==> src/rtl/mem_port_arbiter.sv <==
// Shares one fixed-latency SRAM port between instruction fetch and the MEM stage.
// Data accesses win arbitration; a small FSM sequences each transfer and pulses ready.
module mem_port_arbiter #(
    parameter int ADDR_W      = 32,
    parameter int DATA_W      = 32,
    parameter int WAIT_CYCLES = 4
) (
    input  logic              clk,
    input  logic              rst,
    input  logic              if_req,
    input  logic [ADDR_W-1:0] if_addr,
    output logic [DATA_W-1:0] if_rdata,
    output logic              if_ready,
    output logic              if_stall,
    input  logic              mem_rd,
    input  logic              mem_wr,
    input  logic [ADDR_W-1:0] mem_addr,
    input  logic [DATA_W-1:0] mem_wdata,
    output logic [DATA_W-1:0] mem_rdata,
    output logic              mem_ready,
    output logic              mem_stall,
    output logic [ADDR_W-3:0] sram_addr,
    output logic [DATA_W-1:0] sram_wdata,
    output logic              sram_we,
    output logic              sram_oe,
    input  logic [DATA_W-1:0] sram_rdata,
    output logic              busy
);

    typedef enum logic [1:0] {IDLE, ACCESS, DONE} state_t;
    typedef enum logic [1:0] {OWN_NONE, OWN_IF, OWN_DATA} owner_t;
    typedef enum logic {OP_RD, OP_WR} op_t;

    localparam logic [3:0] CNT_INIT = 4'(WAIT_CYCLES - 1);

    state_t            state_q;
    owner_t            owner_q;
    op_t               op_q;
    logic [3:0]        cnt_q;
    logic [3:0]        cnt_d;
    logic [ADDR_W-3:0] addr_q;
    logic [DATA_W-1:0] wdata_q;
    logic              we_q;
    logic              oe_q;
    logic [DATA_W-1:0] if_rdata_q;
    logic [DATA_W-1:0] mem_rdata_q;
    logic              if_ready_q;
    logic              mem_ready_q;
    logic              data_req;
    logic              unused_addr_bits;

    assign data_req         = mem_rd | mem_wr;
    assign cnt_d            = cnt_q - 4'd1;
    assign unused_addr_bits = ^{if_addr[1:0], mem_addr[1:0]};

    always_ff @(posedge clk or posedge rst) begin
        if (rst) begin
            state_q     <= IDLE;
            owner_q     <= OWN_NONE;
            op_q        <= OP_RD;
            cnt_q       <= 4'd0;
            addr_q      <= '0;
            wdata_q     <= '0;
            we_q        <= 1'b0;
            oe_q        <= 1'b0;
            if_rdata_q  <= '0;
            mem_rdata_q <= '0;
            if_ready_q  <= 1'b0;
            mem_ready_q <= 1'b0;
        end else begin
            case (state_q)
                IDLE: begin
                    if (data_req) begin
                        // A simultaneous rd+wr is carried out as a write.
                        owner_q <= OWN_DATA;
                        op_q    <= mem_wr ? OP_WR : OP_RD;
                        addr_q  <= mem_addr[ADDR_W-1:2];
                        wdata_q <= mem_wdata;
                        we_q    <= mem_wr;
                        oe_q    <= ~mem_wr;
                        cnt_q   <= CNT_INIT;
                        state_q <= ACCESS;
                    end else if (if_req) begin
                        owner_q <= OWN_IF;
                        op_q    <= OP_RD;
                        addr_q  <= if_addr[ADDR_W-1:2];
                        we_q    <= 1'b0;
                        oe_q    <= 1'b1;
                        cnt_q   <= CNT_INIT;
                        state_q <= ACCESS;
                    end
                end
                ACCESS: begin
                    if (cnt_q == 4'd0) begin
                        we_q <= 1'b0;
                        oe_q <= 1'b0;
                        if (op_q == OP_RD) begin
                            if (owner_q == OWN_DATA)
                                mem_rdata_q <= sram_rdata;
                            else if (owner_q == OWN_IF)
                                if_rdata_q <= sram_rdata;
                        end
                        mem_ready_q <= (owner_q == OWN_DATA);
                        if_ready_q  <= (owner_q == OWN_IF);
                        state_q     <= DONE;
                    end else begin
                        cnt_q <= cnt_d;
                    end
                end
                DONE: begin
                    // No grant here, so a request still held during its ready is not re-served.
                    mem_ready_q <= 1'b0;
                    if_ready_q  <= 1'b0;
                    owner_q     <= OWN_NONE;
                    state_q     <= IDLE;
                end
                default: begin
                    we_q    <= 1'b0;
                    oe_q    <= 1'b0;
                    owner_q <= OWN_NONE;
                    state_q <= IDLE;
                end
            endcase
        end
    end

    assign sram_addr  = addr_q;
    assign sram_wdata = wdata_q;
    assign sram_we    = we_q;
    assign sram_oe    = oe_q;
    assign if_rdata   = if_rdata_q;
    assign mem_rdata  = mem_rdata_q;
    assign if_ready   = if_ready_q;
    assign mem_ready  = mem_ready_q;
    assign busy       = (state_q != IDLE);
    assign if_stall   = if_req & ~if_ready_q;
    assign mem_stall  = data_req & ~mem_ready_q;

endmodule

==> config.mk <==
export PLATFORM = sky130hd
export DESIGN_NAME = mem_port_arbiter
export DESIGN_NICKNAME = d
export VERILOG_FILES = /design/src/rtl/mem_port_arbiter.sv
export SDC_FILE = /design/constraint.sdc
export NUM_CORES = 1
export LEC_CHECK = 0
export ABC_CLOCK_PERIOD_IN_PS = 9500
export CAP_MARGIN = 20
export CORE_MARGIN = 2
export CORE_UTILIZATION = 35
export DETAILED_ROUTE_END_ITERATION = 12
export PLACE_DENSITY = 0.66
export SYNTH_ARGS = -nofsm -noshare
export SYNTH_HDL_FRONTEND = slang
export SYNTH_SLANG_ARGS = --single-unit
==> constraint.sdc <==
create_clock -name clk -period 9.5 [get_ports clk]
set_clock_uncertainty 0.1 [all_clocks]
set_input_delay 1.9 -clock clk [delete_from_list [all_inputs] [get_ports clk]]
set_output_delay 1.9 -clock clk [all_outputs]
set_load 0.02 [all_outputs]
==> impl_results.rst, run 1 <==
.. list-table::
   :header-rows: 1

   * - Metric
     - Value
   * - Outcome
     - completed
   * - Starting density of the core
     - 35.5%
   * - Register cell area after layout
     - 0.00348 sq mm
   * - Wire length of the first global-routing pass
     - 25400 microns
   * - Placed Area
     - 0.00862 sq mm
   * - Yosys top cell area share
     - 59.5%
   * - Cts hold-fix bufs
     - 0
   * - Post-synth top flop
     - dfrtp_1
   * - Filler Cell Count
     - 1368
   * - RD Place Congestion
     - 0.758
   * - Pin count of the biggest net entering global routing
     - 74
   * - Via-per-instance ratio
     - 4.80
   * - Htree depth
     - 4
   * - Critical Path, Cell by Cell
     - clkdlybuf4s50_1 -> nor2_4 -> nor2_1 -> clkdlybuf4s50_1
   * - Number of diodes
     - 0
   * - Multi-input gate area
     - 0.00217 sq mm
   * - Total negative slack for setup checks
     - 0 ns
   * - Crit path buffers/inverters
     - 2
   * - Count of routing violations after the opening detailed-route iteration
     - 153
   * - Mean Syn Cell Area
     - 14.1 sq um
   * - Final Hold Vio Count
     - 0
   * - Leakage power total
     - 3.97 nW
   * - Die Outline Area
     - 0.0177 sq mm
   * - Overflow after GRT
     - 0
   * - Buffer depth of the longest clock path
     - 2
   * - Net total in the final layout
     - 811
   * - First element of the critical path
     - mem_wr
   * - Number of enable-type register cells in the synthesized netlist
     - 0
   * - DRC violation count after routing
     - 0
   * - Floorplan Core Area
     - 0.0165 sq mm
   * - Fraction of synthesis flops using an asynchronous set or reset pin
     - 100%
   * - Maximum fanout count along the critical path
     - 6
   * - WL final
     - 15400 microns
   * - Synth Register Bits
     - 139
   * - Net count of the mapped netlist
     - 549
   * - R2R cell count
     - 5
   * - Worst-case register-to-register setup slack
     - 6.93 ns
   * - Max cap viols
     - 0
   * - Number of iterations in the first detailed-routing pass
     - 4
   * - Dominant cells by area after synthesis
     - dfrtp_1 60%, mux2_2 12%, mux2_4 7.7%
   * - Share of cells above drive strength 1
     - 20.3%
   * - Clk Latency, worst-skew pair
     - 0.41 ns
   * - Final number of setup-violating endpoints
     - 0
   * - Maximum vdd ir drop
     - 0.137 mV
   * - Master of the slowest instance on the critical path
     - clkdlybuf4s50_1
   * - Power Dens Cells
     - 353 mW/mm^2
   * - Area Overhead vs Synth
     - 58.8%
   * - Library cell with the largest summed area after synthesis
     - dfrtp_1
   * - Dominant cell by count in the synthesized netlist
     - dfrtp_1
   * - Worst r2r src
     - cnt_q[0]$_DFFE_PP0P_
   * - RSZ-0062 raised after global routing
     - false
   * - Clock-pin slew of the registers on the worst-case setup and hold paths
     - 0.06 ns
   * - Capturing element of the worst setup path
     - mem_stall
   * - CP Depth
     - 4
   * - Routed wirelength normalized by instance count
     - 17.0 microns
   * - Remaining antenna violation count
     - 0
   * - IO Count
     - 266
   * - Path type of the worst min-delay path
     - flip-flop to flip-flop
   * - Via count of the first global-routing pass
     - 4610
   * - Family with the most delay on the worst path
     - buffers and inverters
   * - Slew at the pin with the worst max-slew slack
     - 0.916 ns
   * - Post-route cell area
     - 0.00928 sq mm
   * - Die Span X
     - 133 microns
   * - Fraction of the cycle the final worst path needs
     - 56.6%
   * - Count of yosys warnings during synthesis
     - 0
   * - Post-layout minimum cycle time
     - 5.38 ns
   * - Number of pins with negative max-slew slack in the final report
     - 0
   * - Clock Root Buffer
     - clkbuf_16
   * - Row Count
     - 47
   * - Post-cts gate resize count
     - 0
   * - Total of buffers placed on input and output ports
     - 261
   * - Dominant cell type by count on the critical path
     - clkdlybuf4s50_1
   * - Required time of the worst setup path
     - 7.50 ns
   * - Slew HR
     - 38.9%
   * - Count of different cell masters after synthesis
     - 38
   * - Startpoint type of the worst setup path
     - input port
   * - Top post-synthesis cells by count
     - 139 x dfrtp_1, 64 x mux2_2, 62 x o21ai_0
   * - Detailed placement HPWL
     - 11100 microns
   * - Sequential area share after synthesis
     - 59.5%
   * - Arrival time at the worst endpoint
     - 3.38 ns
   * - Worst stage delay on the critical path
     - 0.65 ns
   * - Post-Synthesis Cell Area
     - 0.00584 sq mm
   * - Total setup buffers inserted after CTS
     - 0
   * - Reg-to-reg endpoint
     - if_rdata[11]$_DFFE_PP0P_
   * - Clk sinks
     - 139
   * - Total CTS buffers
     - 17
   * - Initial antenna violation count
     - 0
   * - Critical setup path kind
     - input port to output pin
   * - Die extent in y
     - 133 microns
   * - CTS tree
     - yes
   * - Type of element capturing the critical path
     - output pin
   * - Number of instances in the synthesized netlist
     - 414
   * - Via Count
     - 4361
   * - Maximum clock frequency
     - 0.186 GHz
   * - Global Route Usage Sum
     - 18.2%
state kept, by name, indices dropped and copies added, names as in the netlist, 2 cells and up:
| name | count |
|---|---|
| if_rdata | 32 |
| mem_rdata | 32 |
| sram_wdata | 32 |
| sram_addr | 30 |
| cnt_q | 4 |
| owner_q | 2 |
| state_q | 2 |
kinds of logic (layout without fill, tap and decap cells):
kind of cell	count (synthesis)	in the layout	synth area share [%]
flops	139	139	59.5
simple gates	35	35	3.41
compound gates	79	79	7.52
fa+ha+maj	2	2	0.428
buf+inv	33	307	3.53
mux	126	126	25.6
power by group:
part / internal [mW] / switching (mW)
Clock: 0.468 / 0.245
Combinational: 0.805 / 0.706
Sequential: 0.888 / 0.164
Total: 2.16 / 1.12
worst register-to-register path: cells and delay by family (launching register included):
family / cells / cell delay, ns
flip-flops: 1 / 0.41
multiplexers: 1 / 0.43
buffers and inverters: 1 / 0.12
adder cells (fa/ha/maj): 1 / 0.18
AND/OR/NAND/NOR: 2 / 1.22
cell usage in the layout, fill, tap and decap left out, types with 4 or more instances in the layout:
cell type        instances
nor2_1                   9
a21oi_1                  4
mux2i_1                 30
dfrtp_1                139
nand2b_1                 4
inv_1                    7
mux2_4                  30
nor2b_1                  6
clkdlybuf4s50_1        261
buf_4                    6
clkbuf_8                 4
bufinv_16                4
clkbuf_16               17
mux2_2                  64
o21ai_0                 62
final cells by class:
cell class | count | area share (%)
well taps | 220 | 2.97
multi-input cells | 242 | 23.4
clock buffers | 22 | 5.22
flip-flops and latches | 139 | 37.5
repair buffers | 268 | 28.8
inverters | 8 | 0.378
clock inverters | 9 | 1.71
metrics by stage:
stage                     utilization, %  power [mW]  setup slack (ns)  std cells  hold WS, ns
after global placement              52.3        2.54              4.15        876        0.375
after detailed placement            52.3        2.58              4.11        876        0.388
after floorplan                        -        1.82              3.78        414        0.381
final                               56.3        3.28              4.12        908        0.398
after CTS                           56.3        3.31              4.11        907        0.401
after global routing                56.3        3.45              4.06        908        0.412
per-layer routing:
layer / vias to the layer above / share of wire (%) / track usage, %
met5: - / 0 / 0
met4: 0 / 1.8 / 6.91
met3: 20 / 7.6 / 5.90
met2: 197 / 48 / 29.6
met1: 2138 / 43 / 22.9
li1: 2006 / - / -
worst min-delay path by stage:
stage / from / to / cells past startpoint
global route: mem_rdata[12]$_DFFE_PP0P_ / mem_rdata[12]$_DFFE_PP0P_ / 1
finish: mem_rdata[29]$_DFFE_PP0P_ / mem_rdata[29]$_DFFE_PP0P_ / 1
detailed placement: mem_rdata[29]$_DFFE_PP0P_ / mem_rdata[29]$_DFFE_PP0P_ / 1
floorplan: op_q$_DFFE_PP0P_ / op_q$_DFFE_PP0P_ / 1
global placement: mem_rdata[29]$_DFFE_PP0P_ / mem_rdata[29]$_DFFE_PP0P_ / 1
CTS: mem_rdata[30]$_DFFE_PP0P_ / mem_rdata[30]$_DFFE_PP0P_ / 1
Note: power is estimated with default switching activity, not from simulation.
==> inputs of run 2 (changes only) <==
--- a/config.mk
+++ b/config.mk
@@ -5,7 +5,7 @@
 export SDC_FILE = /design/constraint.sdc
 export NUM_CORES = 1
 export LEC_CHECK = 0
-export ABC_CLOCK_PERIOD_IN_PS = 9500
+export ABC_CLOCK_PERIOD_IN_PS = 4950
 export CAP_MARGIN = 20
 export CORE_MARGIN = 2
 export CORE_UTILIZATION = 35
==> constraint.sdc (replaced) <==
create_clock -name clk -period 4.95 [get_ports clk]
set_clock_uncertainty 0.1 [all_clocks]
set_input_delay 0.99 -clock clk [delete_from_list [all_inputs] [get_ports clk]]
set_output_delay 0.99 -clock clk [all_outputs]
set_load 0.02 [all_outputs]
==> run 2 against run 1 <==
  * Sequential share of layout area up 0.24 points
  * Critical path type unchanged
  * Highest routed layer unchanged
  * First-iteration DRC count is 2.0% lower
  * Cell count rose by 0.11%
  * Non-clock buffer count up 1
  * Critical path depth is the same
  * Sequential power increased by 92%
  * Die area stayed put
  * Setup slack worse by 2.7 ns
  * Worst hold slack lost 0.0035 ns
==> impl_results.rst, run 2 (synthesis results as in run 1) <==
.. list-table::
   :header-rows: 1

   * - Metric
     - Value
   * - Number of iterations in the first detailed-routing pass
     - 4
   * - Global Route Usage Sum
     - 17.8%
   * - Critical setup path kind
     - input port to output pin
   * - Slew at the pin with the worst max-slew slack
     - 0.885 ns
   * - Die Outline Area
     - 0.0177 sq mm
   * - Power Dens Cells
     - 668 mW/mm^2
   * - Maximum vdd ir drop
     - 0.339 mV
   * - Clock Root Buffer
     - clkbuf_16
   * - Area Overhead vs Synth
     - 57.8%
   * - Master of the slowest instance on the critical path
     - clkdlybuf4s50_1
   * - Via count of the first global-routing pass
     - 4386
   * - Critical Path, Cell by Cell
     - clkdlybuf4s50_1 -> nor2_4 -> nor2_1 -> clkdlybuf4s50_1
   * - Required time of the worst setup path
     - 3.86 ns
   * - Wire length of the first global-routing pass
     - 24300 microns
   * - Placed Cells incl. Taps
     - 877
   * - RSZ-0062 raised after global routing
     - false
   * - Path type of the worst min-delay path
     - flip-flop to flip-flop
   * - Detailed placement HPWL
     - 11200 microns
   * - Remaining antenna violation count
     - 0
   * - Startpoint type of the worst setup path
     - input port
   * - DP Worst Slack
     - 1.36 ns
   * - Total negative slack for setup checks
     - 0 ns
   * - Pin count of the biggest net entering global routing
     - 96
   * - Net total in the final layout
     - 812
   * - WL final
     - 15400 microns
   * - Count of routing violations after the opening detailed-route iteration
     - 150
   * - Placed Area
     - 0.00863 sq mm
   * - Cts hold-fix bufs
     - 0
   * - Type of element capturing the critical path
     - output pin
   * - Slew HR
     - 41.0%
   * - Maximum fanout count along the critical path
     - 6
   * - CTS tree
     - yes
   * - Die Span X
     - 133 microns
   * - Row Count
     - 47
   * - Post-layout minimum cycle time
     - 3.53 ns
   * - Commonest cells after routing, fill and taps aside
     - 261 x clkdlybuf4s50_1, 139 x dfrtp_1, 64 x mux2_2, 62 x o21ai_0
   * - Total CTS buffers
     - 17
   * - Arrival time at the worst endpoint
     - 2.44 ns
   * - IO Count
     - 266
   * - Buffer depth of the longest clock path
     - 2
   * - Post-route cell area
     - 0.00922 sq mm
   * - Htree depth
     - 4
   * - Via Count
     - 4330
   * - Max cap viols
     - 0
   * - RD Place Congestion
     - 0.762
   * - Via-per-instance ratio
     - 4.76
   * - Total setup buffers inserted after CTS
     - 0
   * - Worst Setup Slack, final
     - 1.42 ns
   * - Worst stage delay on the critical path
     - 0.65 ns
   * - Leakage power total
     - 3.94 nW
   * - Number of diodes
     - 0
   * - Most common cell after layout, fill and taps aside
     - clkdlybuf4s50_1
   * - Dominant cell type by count on the critical path
     - clkdlybuf4s50_1
   * - Starting density of the core
     - 35.5%
   * - Overflow after GRT
     - 0
   * - Final instance count without filler cells
     - 909
   * - Floorplan Core Area
     - 0.0165 sq mm
   * - Total of buffers placed on input and output ports
     - 261
   * - Final number of setup-violating endpoints
     - 0
   * - Clock-pin slew of the registers on the worst-case setup and hold paths
     - 0.06 ns
   * - Share of cells above drive strength 1
     - 20.5%
   * - Family with the most delay on the worst path
     - buffers and inverters
   * - Post-cts gate resize count
     - 0
   * - Clk Latency, worst-skew pair
     - 0.41 ns
   * - Crit path buffers/inverters
     - 2
   * - Outcome
     - completed
   * - Initial antenna violation count
     - 0
   * - DRC violation count after routing
     - 0
   * - Routed wirelength normalized by instance count
     - 17.0 microns
   * - Fraction of the cycle the final worst path needs
     - 71.3%
   * - Final Hold Vio Count
     - 0
   * - Sum of internal, switching and leakage power
     - 6.16 mW
   * - Die extent in y
     - 133 microns
   * - Maximum clock frequency
     - 0.283 GHz
   * - Clk sinks
     - 139
   * - Number of pins with negative max-slew slack in the final report
     - 0
==> run 2: cell types whose count changed in the layout (fill, tap and decap cells not counted), sizes merged <==
cell,previous run,this run
clkbuf,22,20
clkinv,2,5
buf,7,8
inv,10,9
clkinvlp,1,3
bufinv,4,2
==> run 2: through the flow <==
stage,hold WS (ns),utilization (%)
2_1_floorplan,0.381,-
3_3_place_gp,0.374,52.4
3_5_place_dp,0.384,52.4
4_1_cts,0.397,55.9
5_1_grt,0.407,56.0
6_report,0.395,56.0
==> run 2: routing by layer <==
layer	vias to the layer above	GRT usage, %	share of wire [%]
met1	2106	22.2	42
li1	2005	-	-
met3	22	6.32	8.7
met2	197	28.6	48
met5	-	0	0
met4	0	6.80	1.8
==> run 2: layout make-up <==
type	instances	area, sq um
fill	1333	7250
clock inverter	11	120
sequential	139	3480
clock buffer	20	457
tap	220	275
timing repair buffer	269	2680
inverter	8	35.0
multi-input combinational	242	2170
==> run 2: path summary, 6_finish.rpt <==
kind                            slack (ns)                       from                         end  cells past startpoint
worst max-delay path                  1.42                     mem_wr                   mem_stall                      4
worst min register to register        0.39  mem_rdata[29]$_DFFE_PP0P_   mem_rdata[29]$_DFFE_PP0P_                      1
worst min-delay path                  0.39  mem_rdata[29]$_DFFE_PP0P_   mem_rdata[29]$_DFFE_PP0P_                      1
min in group asynchronous             1.02                        rst   sram_wdata[6]$_DFFE_PP0P_                      2
max in group asynchronous             2.77                        rst  sram_wdata[30]$_DFFE_PP0P_                      3
worst max register to register        2.39       cnt_q[0]$_DFFE_PP0P_     if_rdata[8]$_DFFE_PP0P_                      5
==> run 2: power breakdown <==
group	internal, mW	total (mW)	leakage [nW]	switching (mW)
Clock	0.763	1.24	0.278	0.473
Sequential	1.70	2.02	1.66	0.315
Combinational	1.55	2.90	2.00	1.36
==> inputs of run 3 (changes only) <==
--- a/config.mk
+++ b/config.mk
@@ -5,12 +5,12 @@
 export SDC_FILE = /design/constraint.sdc
 export NUM_CORES = 1
 export LEC_CHECK = 0
-export ABC_CLOCK_PERIOD_IN_PS = 4950
+export ABC_CLOCK_PERIOD_IN_PS = 3200
 export CAP_MARGIN = 20
 export CORE_MARGIN = 2
 export CORE_UTILIZATION = 35
 export DETAILED_ROUTE_END_ITERATION = 12
-export PLACE_DENSITY = 0.66
+export PLACE_DENSITY = 0.69
 export SYNTH_ARGS = -nofsm -noshare
 export SYNTH_HDL_FRONTEND = slang
 export SYNTH_SLANG_ARGS = --single-unit
==> constraint.sdc (replaced) <==
create_clock -name clk -period 3.2 [get_ports clk]
set_clock_uncertainty 0.1 [all_clocks]
set_input_delay 0.64 -clock clk [delete_from_list [all_inputs] [get_ports clk]]
set_output_delay 0.64 -clock clk [all_outputs]
set_load 0.02 [all_outputs]
==> run 3 against run 2 <==
  * Clock power increased by 62%
  * Sequential share of layout area decreased by 0.15 points
  * Non-clock buffer count unchanged
  * Power increased by 56%
  * Wire length increased by 0.16%
  * Combinational power increased by 54%
  * Sequential cell count unchanged
  * Worst hold slack improved by 0.0070 ns
  * Setup slack got worse by 1.1 ns
  * Sequential power increased by 55%
==> impl_results.rst, run 3 (synthesis results as in run 1) <==
.. list-table::
   :header-rows: 1

   * - Metric
     - Value
   * - Area Overhead vs Synth
     - 58.4%
   * - Path type of the worst min-delay path
     - flip-flop to flip-flop
   * - Routed wirelength normalized by instance count
     - 17.0 microns
   * - Clock-pin slew of the registers on the worst-case setup and hold paths
     - 0.06 ns
   * - Worst r2r src
     - cnt_q[0]$_DFFE_PP0P_
   * - Post-layout minimum cycle time
     - 2.88 ns
   * - Slew HR
     - 48.1%
   * - Slew at the pin with the worst max-slew slack
     - 0.776 ns
   * - Clk sinks
     - 139
   * - Floorplan Core Area
     - 0.0165 sq mm
   * - Net total in the final layout
     - 812
   * - R2R cell count
     - 5
   * - Overflow after GRT
     - 0
   * - Total negative slack for setup checks
     - 0 ns
   * - Count of routing violations after the opening detailed-route iteration
     - 161
   * - Startpoint type of the worst setup path
     - input port
   * - Number of diodes
     - 0
   * - Die extent in y
     - 133 microns
   * - Htree depth
     - 4
   * - IO Count
     - 266
   * - Number of pins with negative max-slew slack in the final report
     - 0
   * - RD Place Congestion
     - 0.778
   * - Depth of the worst hold-timing path
     - 1
   * - Row Count
     - 47
   * - CTS tree
     - yes
   * - DRC violation count after routing
     - 0
   * - Crit path buffers/inverters
     - 2
   * - Wire length of the first global-routing pass
     - 24800 microns
   * - Via Count
     - 4329
   * - Global Route Usage Sum
     - 17.9%
   * - Total CTS buffers
     - 17
   * - Master of the slowest instance on the critical path
     - clkdlybuf4s50_1
   * - Remaining antenna violation count
     - 0
   * - Dominant cell type by count on the critical path
     - clkdlybuf4s50_1
   * - Die Outline Area
     - 0.0177 sq mm
   * - Critical setup path kind
     - input port to output pin
   * - Power Dens Cells
     - 1040 mW/mm^2
   * - Number of iterations in the first detailed-routing pass
     - 4
   * - Post-cts gate resize count
     - 0
   * - Initial antenna violation count
     - 0
   * - Reg-to-reg endpoint
     - if_rdata[14]$_DFFE_PP0P_
   * - Clk Latency, worst-skew pair
     - 0.41 ns
   * - Sum of internal, switching and leakage power
     - 9.63 mW
   * - Total setup buffers inserted after CTS
     - 0
   * - Worst stage delay on the critical path
     - 0.65 ns
   * - Via-per-instance ratio
     - 4.76
   * - Final number of setup-violating endpoints
     - 0
   * - Total of buffers placed on input and output ports
     - 261
   * - Final Hold Vio Count
     - 0
   * - Outcome
     - completed
   * - RSZ-0062 raised after global routing
     - false
   * - WL final
     - 15500 microns
   * - Leakage power total
     - 3.94 nW
   * - Starting density of the core
     - 35.5%
   * - DP Worst Slack
     - 0.312 ns
   * - Critical Path, Cell by Cell
     - clkdlybuf4s50_1 -> nor2_4 -> nor2_1 -> clkdlybuf4s50_1
   * - Maximum clock frequency
     - 0.348 GHz
   * - Worst-case register-to-register setup slack
     - 0.63 ns
   * - Maximum vdd ir drop
     - 0.417 mV
   * - Max cap viols
     - 0
   * - Hold path start
     - mem_rdata[25]$_DFFE_PP0P_
   * - Endpoint with the worst hold slack
     - mem_rdata[25]$_DFFE_PP0P_
   * - Commonest cells after routing, fill and taps aside
     - 261 x clkdlybuf4s50_1, 139 x dfrtp_1, 64 x mux2_2, 62 x o21ai_0
   * - Arrival time at the worst endpoint
     - 2.14 ns
   * - Worst Setup Slack, final
     - 0.324 ns
   * - Type of element capturing the critical path
     - output pin
   * - Buffer depth of the longest clock path
     - 2
   * - Required time of the worst setup path
     - 2.46 ns
   * - Family with the most delay on the worst path
     - buffers and inverters
   * - Via count of the first global-routing pass
     - 4636
   * - Maximum fanout count along the critical path
     - 6
   * - Detailed placement HPWL
     - 11300 microns
   * - Die Span X
     - 133 microns
   * - Clock Root Buffer
     - clkbuf_16
   * - Pin count of the biggest net entering global routing
     - 85
   * - Cts hold-fix bufs
     - 0
   * - Most common cell after layout, fill and taps aside
     - clkdlybuf4s50_1
   * - Share of cells above drive strength 1
     - 20.6%
   * - Fraction of the cycle the final worst path needs
     - 89.9%
-- run 3: changes by cell type in the layout (fill, tap and decap cells not counted), sizes merged --
cell,change
bufinv,+1
clkinvlp,+1
clkbuf,-1
-- run 3: how the worst max path moves through the flow --
| stage | from | to | slack [ns] | depth (start not counted) |
|---|---|---|---|---|
| after floorplan | rst | cnt_q[0]$_DFFE_PP0P_ | 0.72 | 1 |
| after global placement | mem_wr | mem_stall | 0.33 | 4 |
| after detailed placement | mem_wr | mem_stall | 0.31 | 4 |
| after CTS | mem_wr | mem_stall | 0.31 | 4 |
| after global routing | state_q[0]$_DFFE_PP0P_ | busy | 0.22 | 3 |
| final | mem_wr | mem_stall | 0.32 | 4 |
-- run 3: routing by layer --
metal	GRT usage (%)	up-vias	share of wire, %
met1	21.2	2095	41
met4	7.62	0	2.5
li1	-	2009	-
met5	0	-	0
met2	29.8	201	49
met3	6.16	24	8.0
-- run 3: final cells by class --
cell class,instances,area [sq um]
inverter,8,33.8
fill,1368,7210
clock buffer,19,443
multi-input combinational,242,2170
timing repair buffer,269,2690
sequential,139,3480
clock inverter,13,166
tap,220,275
-- run 3: stage by stage --
stage / hold slack (ns) / utilization, % / area [sq um] / instances
final: 0.402 / 56.2 / 9260 / 910
after detailed placement: 0.393 / 52.5 / 8650 / 878
after global routing: 0.415 / 56.2 / 9260 / 910
after floorplan: 0.381 / - / 5850 / 414
after CTS: 0.405 / 56.2 / 9260 / 910
after global placement: 0.375 / 52.5 / 8650 / 878
-- run 3: where the power goes --
group	leakage, nW	internal (mW)	total (mW)	switching (mW)
Clock	0.290	1.25	2.01	0.753
Sequential	1.66	2.64	3.14	0.502
Combinational	2.00	2.39	4.48	2.09
Total	3.94	6.28	9.63	3.35
-- run 3: worst register-to-register path: stages (launching register included) --
cell and delay [ns]:
dfrtp_1 0.40, inv_1 0.12, ha_1 0.19, or3b_4 0.43
or4_4 0.80, mux2_4 0.41
